==> src/rtl/tpu_pkg.sv <==
// tpu_pkg: shared constants and helpers for the TPU instruction path.
//   INSTR_TYPE_W      - width of one TPU instruction word (instr_type)
//   DEFAULT_SEG_WIDTH - default width of one host-written segment
//   seg_count()       - number of segments needed to cover an instruction
package tpu_pkg;

   localparam int INSTR_TYPE_W      = 80;
   localparam int DEFAULT_SEG_WIDTH = 32;

   typedef logic [INSTR_TYPE_W-1:0] instr_type;

   // ceil(iw/sw)
   function automatic int seg_count(int iw, int sw);
      return (iw + sw - 1) / sw;
   endfunction

endpackage

==> src/rtl/instr_assembler.sv <==
// instr_assembler: collects independently written segments into one
// instruction and hands it to the FIFO.
//   clk, rst       - clock, synchronous active-high reset
//   flush          - drop the partial / pending instruction
//   seg_data       - NUM_SEGS segments, segment k at [k*SEG_WIDTH +: SEG_WIDTH]
//   write_en       - per-segment write strobe
//   space_avail    - FIFO can take a push this edge (not full, or popping)
//   instr          - assembled instruction, including this cycle's writes
//   complete       - instr is pushed into the FIFO at this edge
//   wr_ready       - registered; low while a finished instruction waits
module instr_assembler
   import tpu_pkg::*;
#(
   parameter int INSTR_WIDTH = INSTR_TYPE_W,
   parameter int SEG_WIDTH   = DEFAULT_SEG_WIDTH,
   parameter int NUM_SEGS    = seg_count(INSTR_WIDTH, SEG_WIDTH)
) (
   input  logic                          clk,
   input  logic                          rst,
   input  logic                          flush,
   input  logic [NUM_SEGS*SEG_WIDTH-1:0] seg_data,
   input  logic [NUM_SEGS-1:0]           write_en,
   input  logic                          space_avail,
   output logic [INSTR_WIDTH-1:0]        instr,
   output logic                          complete,
   output logic                          wr_ready
);

   logic [INSTR_WIDTH-1:0] instr_q;
   logic [NUM_SEGS-1:0]    valid_q;
   logic                   pending_q;
   logic [NUM_SEGS-1:0]    accept;
   logic [INSTR_WIDTH-1:0] mask;
   logic                   ready_to_push;

   // Bits of the top segment above INSTR_WIDTH are never stored.
   if (NUM_SEGS*SEG_WIDTH > INSTR_WIDTH) begin : g_pad
      logic unused_pad;
      assign unused_pad = ^seg_data[NUM_SEGS*SEG_WIDTH-1:INSTR_WIDTH];
   end

   assign accept = write_en & {NUM_SEGS{wr_ready}};

   always_comb begin
      mask = '0;
      for (int b = 0; b < INSTR_WIDTH; b++)
         mask[b] = accept[b / SEG_WIDTH];
   end

   // Same-cycle writes are merged in so the completing edge pushes them.
   assign instr = (instr_q & ~mask) | (seg_data[INSTR_WIDTH-1:0] & mask);

   // While pending all valid bits stay set, so this stays true.
   assign ready_to_push = &(valid_q | accept);
   assign complete      = ready_to_push & space_avail & ~flush;

   always_ff @(posedge clk) begin
      if (rst) begin
         instr_q   <= '0;
         valid_q   <= '0;
         pending_q <= 1'b0;
         wr_ready  <= 1'b1;
      end else if (flush) begin
         valid_q   <= '0;
         pending_q <= 1'b0;
         wr_ready  <= 1'b1;
      end else begin
         instr_q <= instr;
         if (complete) begin
            valid_q   <= '0;
            pending_q <= 1'b0;
            wr_ready  <= 1'b1;
         end else if (ready_to_push) begin
            // Finished but no room: hold it and stall the host.
            valid_q   <= '1;
            pending_q <= 1'b1;
            wr_ready  <= 1'b0;
         end else begin
            valid_q   <= valid_q | accept;
         end
      end
   end

   // pending_q mirrors ~wr_ready; kept as explicit state for readability.
   logic unused_pending;
   assign unused_pending = pending_q;

endmodule

==> src/rtl/instr_assembly_fifo.sv <==
// instr_assembly_fifo: segment assembler in front of a first-word-fall-through
// instruction FIFO feeding the TPU control unit.
//   clk, rst              - clock, synchronous active-high reset
//   seg_data, write_en    - host segment writes (see instr_assembler)
//   wr_ready              - segments are accepted this cycle
//   next_en               - pop the head entry
//   data_out              - head entry, combinational from the read pointer
//   flush                 - discard all entries and any partial instruction
//   empty/full/almost_full, count - occupancy status
//   overflow/underflow    - sticky error flags, cleared only by rst
module instr_assembly_fifo
   import tpu_pkg::*;
#(
   parameter int  FIFO_DEPTH        = 32,
   parameter int  INSTR_WIDTH       = INSTR_TYPE_W,
   parameter int  SEG_WIDTH         = DEFAULT_SEG_WIDTH,
   parameter int  ALMOST_FULL_LEVEL = FIFO_DEPTH - 4,
   localparam int NUM_SEGS          = seg_count(INSTR_WIDTH, SEG_WIDTH),
   localparam int AW                = $clog2(FIFO_DEPTH),
   localparam int CW                = AW + 1
) (
   input  logic                          clk,
   input  logic                          rst,
   input  logic [NUM_SEGS*SEG_WIDTH-1:0] seg_data,
   input  logic [NUM_SEGS-1:0]           write_en,
   output logic                          wr_ready,
   input  logic                          next_en,
   output logic [INSTR_WIDTH-1:0]        data_out,
   input  logic                          flush,
   output logic                          empty,
   output logic                          full,
   output logic                          almost_full,
   output logic [CW-1:0]                 count,
   output logic                          overflow,
   output logic                          underflow
);

   logic [INSTR_WIDTH-1:0] mem [FIFO_DEPTH];
   logic [AW-1:0]          wr_ptr, rd_ptr;
   logic [INSTR_WIDTH-1:0] instr;
   logic                   complete;
   logic                   pop_req, push, pop;

   assign empty       = (count == '0);
   assign full        = (count == CW'(FIFO_DEPTH));
   assign almost_full = (count >= CW'(ALMOST_FULL_LEVEL));

   // A pop frees a slot for a push at the same edge; no bypass when empty.
   assign pop_req = next_en & ~empty;
   assign pop     = pop_req & ~flush;
   assign push    = complete;  // already gated by flush in the assembler

   instr_assembler #(
      .INSTR_WIDTH (INSTR_WIDTH),
      .SEG_WIDTH   (SEG_WIDTH),
      .NUM_SEGS    (NUM_SEGS)
   ) u_asm (
      .clk         (clk),
      .rst         (rst),
      .flush       (flush),
      .seg_data    (seg_data),
      .write_en    (write_en),
      .space_avail (~full | pop_req),
      .instr       (instr),
      .complete    (complete),
      .wr_ready    (wr_ready)
   );

   // Storage has no reset so it can map to LUT-RAM.
   always_ff @(posedge clk) begin
      if (push)
         mem[wr_ptr] <= instr;
   end

   assign data_out = mem[rd_ptr];

   always_ff @(posedge clk) begin
      if (rst) begin
         wr_ptr    <= '0;
         rd_ptr    <= '0;
         count     <= '0;
         overflow  <= 1'b0;
         underflow <= 1'b0;
      end else begin
         if (|write_en && !wr_ready) overflow  <= 1'b1;
         if (next_en && empty)       underflow <= 1'b1;
         if (flush) begin
            wr_ptr <= '0;
            rd_ptr <= '0;
            count  <= '0;
         end else begin
            if (push) wr_ptr <= wr_ptr + AW'(1);
            if (pop)  rd_ptr <= rd_ptr + AW'(1);
            case ({push, pop})
               2'b10:   count <= count + CW'(1);
               2'b01:   count <= count - CW'(1);
               default: count <= count;
            endcase
         end
      end
   end

endmodule
==> config.mk <==
export PLATFORM = sky130hd
export DESIGN_NAME = instr_assembly_fifo
export DESIGN_NICKNAME = d
export VERILOG_FILES = /design/src/rtl/tpu_pkg.sv /design/src/rtl/instr_assembler.sv /design/src/rtl/instr_assembly_fifo.sv
export SDC_FILE = /design/constraint.sdc
export NUM_CORES = 2
export LEC_CHECK = 0
export CORE_MARGIN = 1
export CORE_UTILIZATION = 45
export DETAILED_ROUTE_END_ITERATION = 8
export REMOVE_ABC_BUFFERS = 1
export SYNTH_ARGS = -nofsm -noshare
export SYNTH_HDL_FRONTEND = slang
export SYNTH_SLANG_ARGS = --single-unit
==> constraint.sdc <==
create_clock -name clk -period 6.6 [get_ports clk]
set_input_delay 0.99 -clock clk [delete_from_list [all_inputs] [get_ports clk]]
set_output_delay 0.99 -clock clk [all_outputs]
set_load 0.01 [all_outputs]
* Yosys cells after proc, flatten, opt, wreduce, memory -nomap -nowiden
Memory sizes are Yosys's and may differ from the RTL's. A register that Yosys moved wholly into a read port is not among the register bits. Index checks and enable logic that the tools add are counted.
Cells by class: order comparisons 1, equality and inequality tests 3, mux-type cells 6, reduce and logical (&&, ||, !) cells 9, add/sub/neg operators 4, bitwise logic cells 14
Operators with widths (count):
- bitwise AND 80 bit | 2
- inverter 80 bit | 1
- OR 80 bit | 1
- case mux 6 bit (2 select lines) | 1
- adder 5 x 1 -> 5 bit (second input constant) | 2
- two-way mux 5 bit | 2
- adder 6 x 1 -> 6 bit (second input constant) | 1
- equality test 6 bit (second input constant) | 1
- >= comparator 6 x 5 -> 1 bit (second input constant) | 1
- logical NOT 6 bit | 1
- OR reduction 3 bit | 2
- subtractor 6 x 1 -> 6 bit (second input constant) | 1
- bitwise AND 1 bit | 4
- bitwise AND 3 bit | 1
- two-way mux 3 bit | 1
- inverter 1 bit | 3
- OR 3 bit | 1
- AND reduction 3 bit | 1
- equality test 2 x 1 -> 1 bit (second input constant) | 1
- equality test 2 bit (second input constant) | 1
- logical AND 1 bit | 2
- two-way mux 1 bit | 2
- nonzero test 2 bit | 1
- OR reduction 2 bit | 1
- other kinds (2) | 2
Storage, ports and cells: RAM bits 2560, bits of input ports 103, word-level logic and storage cells 46, memories 1, flip-flop bits (word level) 102, output and inout bits 92
Memories:
- mem | words 32, bits a word 80, read ports 1, clocked after memory_dff 1, write ports 1, RTL line instr_assembly_fifo.sv:38 | logic [INSTR_WIDTH-1:0] mem [FIFO_DEPTH];

* Longest topological paths before layout
depth in word-level cells 8, depth in mapped cells 14, depth with buffers taken out 10

* Hierarchy
A second synthesis with hierarchy kept.
Unflattened totals: cells, all modules 5211, area total of the unflattened synthesis 102763.6 um^2
Modules (own cells, without submodules):
- instr_assembly_fifo | cells an instance 4747, instances 1, area each 98792.2 um^2, sequential area each 77334.2 um^2
- instr_assembler | cells an instance 464, instances 1, area each 3971.3 um^2, sequential area each 1681.6 um^2

* Worst setup path after synthesis
Ideal clock, no wire load.
path type in2reg, start point input port write_en[0], end point memory mem[30][0] in the netlist's numbering (enable), library setup time 519 ps, data arrival time 5210 ps, stages 5, setup slack 871 ps, required time 6081 ps, path buffers 1, cells stage by stage o22a_1 > and2_1 > clkbuf_1 > nand4_2 > nor2_1
Between the ends: cells in the longest elaborated chain, start to end 7
RTL lines:
- start, declared | RTL line instr_assembly_fifo.sv:25 | input logic [NUM_SEGS-1:0] write_en,
- bitwise AND 3 bit | RTL line instr_assembler.sv:42 | assign accept = write_en & {NUM_SEGS{wr_ready}};
- OR 3 bit | RTL line instr_assembler.sv:54 | assign ready_to_push = &(valid_q | accept);
- AND reduction 3 bit | RTL line instr_assembler.sv:54
- bitwise AND 1 bit (2 in a row) | RTL line instr_assembler.sv:55 | assign complete = ready_to_push & space_avail & ~flush;
- two-way mux 1 bit | RTL line instr_assembly_fifo.sv:71 | if (push)
- two-way mux 1 bit (not written as such) | RTL line instr_assembly_fifo.sv:72 | mem[wr_ptr] <= instr;
- end, declared | RTL line instr_assembly_fifo.sv:38
Every way passes these cells.

==> results.json <==
{
  "status": "complete, no violations",
  "synth_edf_count": 2560,
  "cp-start-kind": "register",
  "cap_violations": 0,
  "track_usage": 0.234,
  "hold_buffers": 0,
  "final_layout_size_suffix_gt1_frac": 0.196,
  "chipHeight_um": 477,
  "crit_type": "reg2out",
  "dp_cells": 7989,
  "grt_pass1_wl_um": 379000,
  "p_sw_mw": 6.92,
  "ys_seq_area_frac": 0.778,
  "grt_pass1_vias": 51150,
  "place_congestion": 0.745,
  "pwr-share-clk": 0.441,
  "ys_top_cells_by_count": "2,560 x edfxtp_1, 447 x mux2i_1, 420 x mux4_2",
  "fillCellCount": 17679,
  "vias": 51571,
  "multi_input_area_um2": 21500,
  "cp_slowest_cell": "nor4_1",
  "cts_resized": 0,
  "cts_buffer_depth": 4,
  "cts_buffers": 293,
  "routed_via_density": 6.07,
  "crit_chain": "buf_4 -> nor2b_4 -> buf_4 -> nand2_1 -> buf_4 -> o22ai_1 -> nor4_1 -> clkdlybuf4s50_1",
  "postLayoutCoreUtil": 0.519,
  "ant_nets": 0,
  "synth_top_cell_area_share": 0.757,
  "finalHoldViolations": 0,
  "power_frac_seq": 0.538,
  "cp-end-kind": "output pin",
  "worstPathArrival_ps": 5000,
  "core-area_um2": 225000,
  "period_share": 0.908,
  "cts.sinks": 2667,
  "post_cts_buffers": 0,
  "hold_class": "reg2reg",
  "power_mw": 34.9,
  "cts_root_buffer": "clkbuf_16",
  "dr.pass1.iters": 5,
  "clk_latency_ps": 900,
  "p_comb_frac": 0.021,
  "cts_tree": "yes",
  "regArea_um2": 79000,
  "fin_nets": 5403,
  "fin_crit_ps": 5990,
  "crit_buf_inv": 4,
  "yosys_warnings": 0,
  "clk_pin_slew_worst_paths_ps": 60,
  "cts.htree.levels": 5,
  "fmax_mhz": 167,
  "crit_family": "buffers and inverters",
  "crit_required_ps": 5610,
  "drc": 0,
  "io_pins": 195,
  "synth_cells": 4984,
  "ys.flop_type": "edfxtp_1",
  "cp_max_fo": 21,
  "peakVddDrop_mv": 0.227,
  "port_buffers": 178,
  "drt_wl_total_um": 268000,
  "cp_slowest_stage_delay_ps": 1050,
  "tightest_slew_ps": 1240,
  "postSynth.asyncResetShare": 0,
  "grt_overflow_total": 0,
  "drt_iter0_markers": 5905,
  "rsz0062_at_grt": "no",
  "netlist_area_um2": 102000,
  "switching_share": 0.198,
  "slew_violations": 0,
  "power_leakage_nw": 35.2,
  "dieWidth_um": 477,
  "crit_top_cell": "buf_4",
  "post-dp-hpwl_um": 137000,
  "intPower_mw": 27.9,
  "skew_ps": 54.8,
  "synth_most_common_cell": "edfxtp_1",
  "power_density_nw_per_um2": 299,
  "yosys-top-cells-area": "edfxtp_1 76%, mux4_2 9.3%, mux2i_1 4.4%, a22oi_1 2.4%, dfxtp_1 2.1%",
  "yosys_register_bits": 2667,
  "antenna_found_initial": 10,
  "stdcell_count": 8498,
  "setup_viol": 0,
  "maxSlewHeadroom": 0.163,
  "wire_per_inst_um": 31.5,
  "avgSynthCellArea_um2": 20.4,
  "start_util": 0.452,
  "die-area_um2": 228000,
  "area_delta_synth_final_pct": 14.8,
  "rows": 174,
  "grt_max_degree": 134,
  "synth_area_leader_cell": "edfxtp_1",
  "synth_cell_type_count": 53
}
layout by cell type, fill, tap and decap left out, drive strengths merged, types with 12 or more instances in the layout:
master         synthesis  layout
nand4                 56      56
bufinv                 0      14
mux2                  80      80
a22oi                319     319
o22ai                101     101
clkdlybuf4s50          0     176
a21oi                 97      97
edfxtp              2560    2560
nor2                  52      52
mux2i                447     447
clkinv                 0      89
nor4                  26      26
nand2                189     189
dfxtp                107     107
mux4                 420     420
clkbuf               142     396
nand3                123     123
buf                  157     136
or3                   12      12
layout make-up:
cell class,instances,share of cell area
flip-flops and latches,2667,0.678
clock buffers,396,0.0689
diodes,4,0.0000858
repair buffers,312,0.0293
clock inverters,109,0.00732
well taps,2992,0.0321
inverters,6,0.000236
multi-input cells,2012,0.185
worst paths after layout:
path,from,end,slack [ps],cells past startpoint
hold reg to reg,u_asm.instr_q[60],u_asm.instr_q[60],450,2
hold / removal,u_asm.instr_q[60],u_asm.instr_q[60],450,2
setup reg to reg,count[2],mem[15][76],2500,5
setup / recovery,register,data_out[72],610,8
worst reg2reg max path, delay by kind of cell, from the launching register on:
kind	cells	cell delay, ps
AO/OA/AOI/OAI	1	520
buffers and inverters	1	510
flip-flops	1	530
AND/OR/NAND/NOR	3	2180
layer usage:
layer	GRT usage	vias up	wire, µm
li1	-	21344	-
met1	0.331	27875	112000
met5	0	-	13
met2	0.382	1964	132000
met4	0.0548	2	5630
met3	0.0357	386	19000
power by group through the flow:
stage | Sequential [mW] | Combinational (mW) | Clock [mW]
2_1_floorplan | 19.1 | 0.365 | 0
3_3_place_gp | 19.1 | 0.697 | 0
3_5_place_dp | 19.1 | 0.732 | 0
4_1_cts | 18.7 | 0.734 | 15.7
5_1_grt | 18.7 | 0.789 | 16.3
6_report | 18.8 | 0.726 | 15.4
registers in the layout (all words and copies together) (netlist names), named ones only:
register,cells
rd_ptr,5
u_asm.wr_ready,1
u_asm.valid_q,3
overflow,1
mem,2560
count,6
u_asm.instr_q,80
underflow,1
wr_ptr,5
through the flow:
stage	worst slack (ps)	area, µm²	hold WS, ps	TNS, ps
after CTS	622	117000	449	0
final	606	117000	449	0
after global placement	1700	108000	440	0
after detailed placement	1640	108000	441	0
after floorplan	-24800	100000	422	-1828080
after global routing	557	117000	469	0
logic make-up (layout without fill, tap and decap cells):
kind of cell,count (synthesis),count (layout),synth area share
xor gates and xnor gates,6,6,0.000517
AOI/OAI and AO/OA,543,543,0.0368
muxes,947,947,0.146
adders and majority gates,8,8,0.000985
and+or+nand+nor,508,508,0.0243
DFF,2667,2667,0.778
other,0,4,0
buffers and inverters,305,823,0.0136
Note: power is estimated with default switching activity, not from simulation.
